### src/rtl/wb_arbiter.sv
// Register-file writeback arbiter: pipe results win, MDU results queue in a 2-entry FIFO
// and are forced through after StarveLimit lost cycles. Define WB_ARBITER_FWD_EN for forwarding outputs.
module wb_arbiter #(
  parameter int DataWidth    = 32,
  parameter int RegAddrWidth = 5,
  parameter int StarveLimit  = 4
) (
  input  logic                    clk,
  input  logic                    reset,
  input  logic                    pipe_we,
  input  logic [RegAddrWidth-1:0] pipe_addr,
  input  logic [DataWidth-1:0]    pipe_data,
  output logic                    pipe_stall,
  input  logic                    mdu_valid,
  input  logic [RegAddrWidth-1:0] mdu_addr,
  input  logic [DataWidth-1:0]    mdu_data,
  output logic                    mdu_ready,
  output logic                    rf_we,
  output logic [RegAddrWidth-1:0] rf_waddr,
  output logic [DataWidth-1:0]    rf_wdata
`ifdef WB_ARBITER_FWD_EN
  ,
  output logic                    fwd_valid,
  output logic [RegAddrWidth-1:0] fwd_addr,
  output logic [DataWidth-1:0]    fwd_data
`endif
);

  localparam int EntryWidth = RegAddrWidth + DataWidth;
  localparam logic [3:0] Limit = 4'(StarveLimit);

  typedef enum logic [1:0] {IDLE, PEND, FORCE} state_t;

  state_t                    state_reg, state_next;
  logic [1:0]                count_reg, count_next;
  logic [3:0]                starve_reg, starve_next;
  logic                      rd_ptr_reg, wr_ptr_reg;
  logic                      pipe_stall_reg;
  logic                      rf_we_reg;
  logic [RegAddrWidth-1:0]   rf_waddr_reg;
  logic [DataWidth-1:0]      rf_wdata_reg;
  logic [EntryWidth-1:0]     entry_reg [2];

  logic                      pipe_req, fifo_has, push, pop, grant;
  logic [EntryWidth-1:0]     head;
  logic [RegAddrWidth-1:0]   grant_addr;
  logic [DataWidth-1:0]      grant_data;

  assign mdu_ready = (count_reg != 2'd2);
  assign pipe_req  = pipe_we && (pipe_addr != '0) && !pipe_stall_reg;
  assign fifo_has  = (count_reg != 2'd0);
  assign pop       = !pipe_req && fifo_has;
  // Zero-address MDU results complete the handshake but are dropped here.
  assign push      = mdu_valid && mdu_ready && (mdu_addr != '0);
  assign grant     = pipe_req || fifo_has;
  assign head      = entry_reg[rd_ptr_reg];
  assign grant_addr = pipe_req ? pipe_addr : head[EntryWidth-1:DataWidth];
  assign grant_data = pipe_req ? pipe_data : head[DataWidth-1:0];

  generate
    for (genvar gi = 0; gi < 2; gi++) begin : g_entry
      always_ff @(posedge clk) begin
        if (push && (wr_ptr_reg == 1'(gi))) begin
          entry_reg[gi] <= {mdu_addr, mdu_data};
        end
      end
    end
  endgenerate

  always_comb begin
    count_next = count_reg;
    if (push && !pop) begin
      count_next = count_reg + 2'd1;
    end else if (pop && !push) begin
      count_next = count_reg - 2'd1;
    end
  end

  always_comb begin
    state_next  = state_reg;
    starve_next = starve_reg;
    case (state_reg)
      IDLE: begin
        if (push) begin
          state_next  = PEND;
          starve_next = 4'd0;
        end
      end
      PEND: begin
        if (pop) begin
          starve_next = 4'd0;
          if (count_next == 2'd0) begin
            state_next = IDLE;
          end
        end else if (pipe_req) begin
          starve_next = starve_reg + 4'd1;
          if (starve_next >= Limit) begin
            state_next = FORCE;
          end
        end
      end
      FORCE: begin
        // The stall blocks the pipe, so the head is always popped here.
        starve_next = 4'd0;
        state_next  = (count_next != 2'd0) ? PEND : IDLE;
      end
      default: begin
        state_next  = IDLE;
        starve_next = 4'd0;
      end
    endcase
  end

  always_ff @(posedge clk) begin
    if (reset) begin
      state_reg      <= IDLE;
      count_reg      <= 2'd0;
      starve_reg     <= 4'd0;
      rd_ptr_reg     <= 1'b0;
      wr_ptr_reg     <= 1'b0;
      pipe_stall_reg <= 1'b0;
      rf_we_reg      <= 1'b0;
      rf_waddr_reg   <= '0;
      rf_wdata_reg   <= '0;
    end else begin
      state_reg      <= state_next;
      count_reg      <= count_next;
      starve_reg     <= starve_next;
      pipe_stall_reg <= (state_next == FORCE);
      rf_we_reg      <= grant;
      if (pop) begin
        rd_ptr_reg <= !rd_ptr_reg;
      end
      if (push) begin
        wr_ptr_reg <= !wr_ptr_reg;
      end
      if (grant) begin
        rf_waddr_reg <= grant_addr;
        rf_wdata_reg <= grant_data;
      end
    end
  end

  assign pipe_stall = pipe_stall_reg;
  assign rf_we      = rf_we_reg;
  assign rf_waddr   = rf_waddr_reg;
  assign rf_wdata   = rf_wdata_reg;

`ifdef WB_ARBITER_FWD_EN
  assign fwd_valid = grant;
  assign fwd_addr  = grant_addr;
  assign fwd_data  = grant_data;
`endif

endmodule

### config.mk
export PLATFORM = sky130hd
export DESIGN_NAME = wb_arbiter
export DESIGN_NICKNAME = d
export VERILOG_FILES = /design/src/rtl/wb_arbiter.sv
export SDC_FILE = /design/constraint.sdc
export NUM_CORES = 1
export LEC_CHECK = 0
export CAP_MARGIN = 30
export CORE_MARGIN = 1
export CORE_UTILIZATION = 30
export DETAILED_ROUTE_END_ITERATION = 16
export PLACE_DENSITY = 0.6
export REMOVE_ABC_BUFFERS = 1
export SLEW_MARGIN = 20
export SYNTH_ARGS = -nofsm -noshare
export SYNTH_HDL_FRONTEND = slang
export SYNTH_SLANG_ARGS = --single-unit
### constraint.sdc
create_clock -name clk -period 9 [get_ports clk]
set_clock_uncertainty 0.05 [all_clocks]
set_input_delay 1.35 -clock clk [delete_from_list [all_inputs] [get_ports clk]]
set_output_delay 1.35 -clock clk [all_outputs]
set_load 0.05 [all_outputs]
==> summary.txt <==
Status
  – Run status: completed

Finish
  – Layout overhead on the synthesized area: 41.2%
  – Area of the multi-input gates: 0.00160 mm^2
  – Number of flip-flops under the largest register name: 74
  – Number of diodes: 0
  – Fraction of final layout cells with drive strength greater than 1: just under 8%
  – Post-layout net count: roughly 640
  – Register area: ~0.0032 mm^2
  – Number of fill cells in the layout: around 1500

Synth
  – Flip-flop and latch count after synthesis: roughly 120
  – Average size of a mapped cell: around 11 um^2
  – Synth Instances: approximately 440
  – Post-synth EDFFs: 74
  – Top cell type's share of synthesized area: 45.0%
  – Top-count cell post-synth: nand2_1
  – Summed instance area of the synthesized netlist: between 0.004 and 0.005 mm^2
  – Share of the yosys chip area belonging to registers: 65.3%
  – Prevailing post-synth register cell: edfxtp_1
  – Ranking of synthesized cells by instance count: 113 x nand2_1, 74 x edfxtp_1, 50 x dfxtp_1, 42 x o21ai_0, 38 x mux2i_1
  – Distinct cells, synth: 35
  – Largest cells by area after synthesis: edfxtp_1 45%, dfxtp_1 20%, nand2_1 8.6%
  – Proportion of register bits with asynchronous set or reset after synthesis: 0%
  – Count of yosys warnings during synthesis: 0
  – Area leader, netlist: edfxtp_1

Worst setup path
  – CP Data Required Time: around 9.3 ns
  – Slowest stage delay, CP: slightly below 0.6 ns
  – Cells traversed along the worst timing path: clkdlybuf4s50_1 > or4_4 > o21ai_4 > buf_16 > and2_1 > a21oi_1 > o21ai_0
  – Largest fanout of any net on the critical path: 20
  – CP Class: primary input to flip-flop
  – Crit start category: primary input
  – Endpoint arrival time on the critical path: between 3 and 4 ns
  – Top delay family on crit path: compound AO/OA/AOI/OAI gates
  – Buffers plus inverters on the worst setup path: 2
  – Critical Path Sink Type: flip-flop
  – Slowest-stage cell, CP: or4_4

Place
  – IO Port Bufs: around 120
  – Placer's final routability congestion estimate: 0.709
  – Final HPWL from detailed placement: ~7500 um

STA
  – Final setup violating endpoints: 0
  – Final-report hold violation count: 0
  – Unrepaired setup endpoints after global routing: false
  – FMAX: slightly below 300 MHz
  – Final min period: 3.44 ns
  – Final critical-path share of the clock period: between 30% and 40%
  – Remaining max-slew budget at the tightest pin: 43.7%
  – Worst Tran Pin Value: about 0.84 ns
  – Max-slew violation count: 0
  – Setup total negative slack: 0 ns

Die
  – Vertical die dimension: between 100 and 150 um
  – Core area: about 0.016 mm^2
  – Boundary pin count: between 100 and 150
  – Starting density of the core: 30.9%
  – FP Rows: 46
  – Die footprint: between 0.015 and 0.02 mm^2
  – Width of the die: 130 um

CTS
  – TritonCTS buffer count: 17
  – Sinks on Clock Net: about 120
  – Maximum level of the CTS H-tree: 4
  – Number of gates resized after cts: 0
  – Clock-pin slew reported for the worst setup and hold paths after clock tree synthesis: 0.05 ns
  – Number of setup buffers added after CTS: 0
  – Clk root buf: clkbuf_16
  – Hold_buf cts: 0
  – Clock Path Buffers: 2
  – Clock insertion delay at the later pin of the skew report: about 0.41 ns
  – CTS tree: yes

Routing
  – Routed Antenna Nets: 0
  – Total iterations of the first detailed-routing run: 5
  – Highest metal layer with signal wires: met4
  – Vias per std cell: between 4 and 5
  – Wire length on met1: ~4900 um
  – Total wire length: roughly 11000 um
  – DR vias: 3546
  – Routed wire length per instance: 14.4 um
  – Violation count after the first detailed-routing iteration: roughly 150
  – DR WL met3: about 640 um
  – Drc violations: 0
  – Amount of wire on met2 after detailed routing: ~5500 um

Power and ir drop
  – Reported leakage power: 2.41 nW
  – Power consumption: around 2.0 mW
  – Peak supply drop: 154 uV
  – Power per cell area: 292 mW/mm^2

Global route
  – Antenna violations before repair: 0
  – Vias in the first global route: 3525
  – Maximum number of pins on one net before global-route repair: 50
  – Overall track demand over capacity in global routing: between 10 and 15%
  – Total gr overflow: 0
  – First-pass GRT wire length: roughly 17000 um

Hold path
  – Worst hold path class: flip-flop to flip-flop

Run
  – Max-cap violations: 0
[path summary, 6_finish.rpt]
check | endpoint | depth (start not counted) | slack (ns) | startpoint
max reg2reg | entry_reg[0][15] | 6 | 6.61 | count_reg[0]
min | starve_reg[3] | 1 | 0.45 | starve_reg[3]
min reg2reg | starve_reg[3] | 1 | 0.45 | starve_reg[3]
max | starve_reg[0] | 7 | 5.56 | pipe_addr[3]
[stage by stage]
step	cell area (um^2)	hold slack, ns	cells	setup WS (ns)	utilization, %
CTS	6930	0.444	783	5.58	43.4
global placement	6290	0.422	749	5.15	39.4
detailed placement	6340	0.437	751	5.15	39.8
finish	6970	0.448	785	5.56	43.7
global route	6970	0.473	785	5.41	43.7
floorplan	4810	0.399	414	4.99	-
[cells by family (layout without fill, tap and decap cells)]
kind of cell | after synthesis | count (layout) | synth area share, %
and+or+nand+nor | 146 | 146 | 12.2
DFF | 124 | 124 | 65.3
AOI/OAI and AO/OA | 96 | 96 | 10.6
muxes | 38 | 38 | 7.71
buffers and inverters | 31 | 158 | 2.71
xor gates and xnor gates | 4 | 4 | 0.710
adders and majority gates | 3 | 3 | 0.761
[worst reg2reg max path, cell delays in order, from the launching register on]
cell and delay (ns):
dfxtp_1 0.35, inv_1 0.10, ha_1 0.21, inv_1 0.08, o311a_1 0.45, nor2b_4 0.63
buf_16 0.24
[routing by layer]
layer	GRT usage, %	up-vias
met2	23.3	110
met1	16.2	1631
met4	7.05	0
li1	-	1784
met3	4.47	21
met5	0	-
[layout make-up]
class | count | share of cell area (%)
clock buffer | 19 | 6.22
clock inverter | 13 | 2.16
inverter | 3 | 0.162
multi-input combinational | 287 | 23.0
sequential | 124 | 46.3
tap | 216 | 3.88
timing repair buffer | 123 | 18.3
[power by group]
group	leakage, nW	internal, mW	switching (mW)
clock network	0.280	0.431	0.242
logic	1.03	0.234	0.385
registers	1.10	0.706	0.0390
[layout by cell type, fill, tap and decap left out, types with 5 or more instances in the layout]
cell type        netlist  layout
edfxtp_1              74      74
mux2i_1               38      38
o21ai_0               42      42
clkinv_2               0       5
clkdlybuf4s50_1        0     116
dfxtp_1               50      49
nand2_1              113     113
clkbuf_16              0      17
a21oi_1               37      37
nor2_1                15      15
(Power assumes the default switching activity.)
==> patch 1: new RTL, same settings <==
Re-encode `state_t` (3 states) as one-hot, 3 bits wide.
--- a/src/rtl/wb_arbiter.sv
+++ b/src/rtl/wb_arbiter.sv
@@ -31,3 +31,3 @@
 
-  typedef enum logic [1:0] {IDLE, PEND, FORCE} state_t;
+  typedef enum logic [2:0] {IDLE = 3'b001, PEND = 3'b010, FORCE = 3'b100} state_t;
 
Behaviour: same outputs for any inputs over 10 cycles, from zero or initial values and one cycle with reset high; not proved beyond that.
==> patch 1 against the original RTL <==
Cell area grew 1.1%. Critical path type unchanged. Setup slack worse by 0.20 ns. Synthesized area increased by 1.9%. Via count rose by 1.5%. Highest routed layer is now met5. Critical path depth decreased by 1. Critical endpoint is now starve_reg[3]. Routed wire length rose by 4.9%. Cell count shrank 2.8%. Sequential cell count increased by 1. Total power grew 3.0%.
==> patch 1: results (changes against the original RTL) <==
[outcome]
run_status=finished clean

[synth]
synth.area.top_cells=edfxtp_1 44%, dfxtp_1 20%, mux2i_1 7.2%, nand2_1 5.6%, o211ai_1 5.4%
synthMuxAreaShare=0.0762  ; -0.000922
synthXorXnorAreaFrac=0.00697  ; -0.000131
syn_area_per_cell_um2=12.1  ; +8.0%
ys_seq_area_frac=0.645  ; -0.00805
synthArstFlopShare=0  ; unchanged
synth_compound_gate_area_share=0.135  ; +0.0292
synth_commonest_cells=75 x nand2_1, 74 x edfxtp_1, 51 x dfxtp_1
yosysUniqueCellTypes=49  ; +40%

[sta]
worst_slew_pin_slew_ns=0.853  ; +0.00826 ns
timing.hold.ws_ns=0.447  ; -0.00172 ns

[routing]
wl_met1_um=5400  ; +10%
routed.top_layer=met5
wl_met2_um=5600  ; +1.7%
routedWlPerCell_um=15.5  ; +7.9%
drt_iter0_markers=183  ; +25%
vias_per_cell=4.72  ; +4.4%
met3_wirelength_um=665  ; +4.2%
drtPass1Iterations=4  ; -1

[worst_setup_path]
critical_path_arrival_ns=3.93  ; +0.23 ns
critPathMaxFanout=35  ; +75%
critPathMaxStageDelay_ns=0.79  ; +0.21 ns
cpMaxStageDelayCell=o31a_2
reg2reg_setup_slack_ns=6.35  ; -0.26 ns

[global_route]
antenna_found_initial=2  ; +2
use_met1=0.178  ; +0.0159
grt_use_met2=0.231  ; -0.00267
grt_max_degree=48  ; -4.0%
use_met3=0.0486  ; +0.00392
grt_pass1_wl_um=19200  ; +11%

[placement]
placed_area_um2=6430  ; +1.4%
pre_cts_slack_ns=4.86  ; -0.284 ns
dp_hpwl_um=7700  ; +3.2%
dp.cells=730  ; -2.8%

[finish]
drive_above_1_share=0.0952  ; +0.0162
fin_nets=614  ; -3.6%

[hold_path]
worstHoldPathCells=2  ; +1

[power]
p_leak_nw=2.41  ; +0.11%
irDropWorstVdd_mv=0.128  ; -17%

[patch 1: worst max-delay path by stage]
| stage | start | to | slack [ns] | cells after the start |
|---|---|---|---|---|
| detailed placement | pipe_we | starve_reg[3] | 4.86 | 6 |
| finish | pipe_we | starve_reg[3] | 5.37 | 6 |
| global placement | pipe_we | starve_reg[3] | 4.95 | 6 |
| CTS | pipe_we | starve_reg[3] | 5.31 | 6 |
| floorplan | pipe_addr[2] | starve_reg[1] | 4.25 | 5 |
| global route | pipe_we | starve_reg[3] | 5.11 | 6 |
[patch 1: area by class of cell]
| cell class | instances | area (µm²) | area share |
|---|---|---|---|
| Antenna cell | 1 | 2.50 | 0.000355 |
| Multi-Input combinational cell | 257 | 1650 | 0.234 |
| Tap cell | 216 | 270 | 0.0384 |
| Inverter | 9 | 33.8 | 0.00480 |
| Clock inverter | 7 | 110 | 0.0156 |
| Timing Repair Buffer | 123 | 1240 | 0.176 |
| Clock buffer | 25 | 495 | 0.0704 |
| Sequential cell | 125 | 3240 | 0.461 |
[patch 1: cells by family (layout without fill, tap and decap cells)]
logic type                 count (synthesis)  in the layout
adders and majority gates                  3              3
other                                      0              1
and+or+nand+nor                          112            112
DFF                                      125            125
AOI/OAI and AO/OA                        100            100
buffers and inverters                     35            164
xor gates and xnor gates                   4              4
muxes                                     38             38
[patch 1: where the power goes]
group          switching (mW)  internal (mW)  total (mW)
clock                   0.235          0.463       0.698
sequential             0.0590          0.720       0.779
combinational           0.385          0.237       0.622
total                   0.679           1.42        2.10
[patch 1: critical path, delay by kind of cell]
| kind | cells | cell delay [ns] |
|---|---|---|
| compound gates | 2 | 0.86 |
| buf+inv | 1 | 0.45 |
| simple gates | 3 | 1.26 |
==> patch 2: new RTL, same settings <==
Made on the original files. The parameter `DataWidth` goes from 32 to 28.
--- a/src/rtl/wb_arbiter.sv
+++ b/src/rtl/wb_arbiter.sv
@@ -3,3 +3,3 @@
 module wb_arbiter #(
-  parameter int DataWidth    = 32,
+  parameter int DataWidth    = 28,
   parameter int RegAddrWidth = 5,
Ports: changed (resized mdu_data, pipe_data and rf_wdata); port bits go from 118 to 106. The function was not compared with the original's and may differ.
==> patch 2 against the original RTL <==
Setup slack got worse by 0.12 ns. Worst hold slack improved by 0.026 ns. Synthesized area is 8.8% lower. Routed wire length down 10%. Sequential cell count shrank 12. Highest routed layer unchanged. Total power fell by 20%. Sequential share of layout area up 0.98 points. Cell area decreased by 12%. Largest power group unchanged.
==> patch 2: results (changes against the original RTL) <==
[routing]
wl_met2_um=5070  ; -8.0%
vias_per_cell=4.75  ; +5.1%
wl_met1_um=4480  ; -8.5%
met3_wirelength_um=499  ; -22%
routedWlPerCell_um=14.7  ; +2.3%

[worst_setup_path]
critical_path_arrival_ns=3.78  ; +0.08 ns
r2r-end=starve_reg[3]
r2r_cells=5  ; -1
r2r_start=pipe_stall
critPathMaxFanout=17  ; -15%
reg2reg_setup_slack_ns=6.59  ; -0.02 ns

[synth]
synth.area.top_cells=edfxtp_1 44%, dfxtp_1 20%, nand2_1 8.1%, mux2i_1 6.9%, a21oi_1 4.1%
synth_commonest_cells=97 x nand2_1, 66 x edfxtp_1, 46 x dfxtp_1
yosysUniqueCellTypes=37  ; +5.7%
synth_edf_count=66  ; -11%

[placement]
gp_congestion=0.736  ; +3.8%
dp_hpwl_um=6800  ; -8.9%
place.port_buffers=105  ; -10%
placed_area_um2=5810  ; -8.4%

[clock_tree]
htreeDepth=3  ; -1
clk_pin_slew_worst_paths_ns=0.07  ; +0.02 ns
numCtsBuffers=9  ; -8

[global_route]
grt_pass1_vias=3316  ; -5.9%
grt_pass1_wl_um=16300  ; -5.7%
grt_usage=0.135  ; -0.00471

[power]
p_leak_nw=2.09  ; -13%

[finish]
drive_above_1_share=0.0792  ; +0.000122
largest_register_ffs=66  ; -11%
num-fill-cells=1383  ; -6.9%
fin_nets=573  ; -10%

[hold_path]
hold_path_end=starve_reg[1]
worstHoldPathCells=2  ; +1

[outcome]
run_status=finished clean

==> patch 2: cell types whose count changed after synthesis, sizes merged, moves of 3 or more <==
| cell | change |
|---|---|
| nand2 | -16 |
| edfxtp | -8 |
| o21ai | -8 |
| mux2i | -7 |
| nand3 | +5 |
| or2 | +5 |
| dfxtp | -4 |
| a22oi | -3 |
| buf | -3 |
==> patch 2: metal layers <==
layer	up-vias	global-route usage
met1	1565	0.162
li1	1612	-
met3	7	0.0473
met2	86	0.226
met5	-	0
met4	0	0.0454
==> patch 2: report_power, final <==
part	internal [mW]	total [mW]	switching, mW	leakage (nW)
logic	0.213	0.523	0.310	0.935
registers	0.629	0.674	0.0450	0.994
clock network	0.260	0.442	0.182	0.161
total	1.10	1.64	0.537	2.09
==> patch 2: how the worst max path moves through the flow <==
| stage | start | to | depth (start not counted) |
|---|---|---|---|
| 2_1_floorplan | mdu_valid | entry_reg[0][0] | 3 |
| 3_3_place_gp | pipe_we | starve_reg[3] | 6 |
| 3_5_place_dp | pipe_we | starve_reg[3] | 6 |
| 4_1_cts | pipe_we | starve_reg[3] | 6 |
| 5_1_grt | pipe_we | starve_reg[3] | 6 |
| 6_report | pipe_we | starve_reg[3] | 6 |
==> patch 2: stage by stage <==
| step | power [mW] | hold WS [ns] | cells | setup WS, ns | util |
|---|---|---|---|---|---|
| 2_1_floorplan | 1.01 | 0.430 | 379 | 5.43 | - |
| 3_3_place_gp | 1.17 | 0.440 | 669 | 5.08 | 0.391 |
| 3_5_place_dp | 1.22 | 0.463 | 673 | 5.02 | 0.398 |
| 4_1_cts | 1.66 | 0.477 | 689 | 5.40 | 0.421 |
| 5_1_grt | 1.73 | 0.514 | 689 | 5.22 | 0.421 |
| 6_report | 1.64 | 0.475 | 689 | 5.44 | 0.421 |
==> patch 2: kinds of logic (layout without fill, tap and decap cells) <==
kind of cell | Yosys count | count (layout) | share of synthesized area
adders and majority gates | 3 | 3 | 0.00835
AOI/OAI and AO/OA | 87 | 87 | 0.114
DFF | 112 | 112 | 0.645
muxes | 33 | 33 | 0.0740
buffers and inverters | 29 | 131 | 0.0261
xor gates and xnor gates | 3 | 3 | 0.00584
and+or+nand+nor | 136 | 136 | 0.127
==> patch 2: area by class of cell <==
type,instances,share of cell area
multi-input combinational,262,0.245
inverter,5,0.00305
clock buffer,11,0.0413
timing repair buffer,110,0.188
sequential,112,0.473
tap,184,0.0375
clock inverter,5,0.0126
==> patch 2: critical path, cell delays in order <==
cell and delay (ns):
clkdlybuf4s50_1 0.45, nor2b_1 0.60, o21a_1 0.63, buf_4 0.35, nand3_1 0.12, a311oi_2 0.27
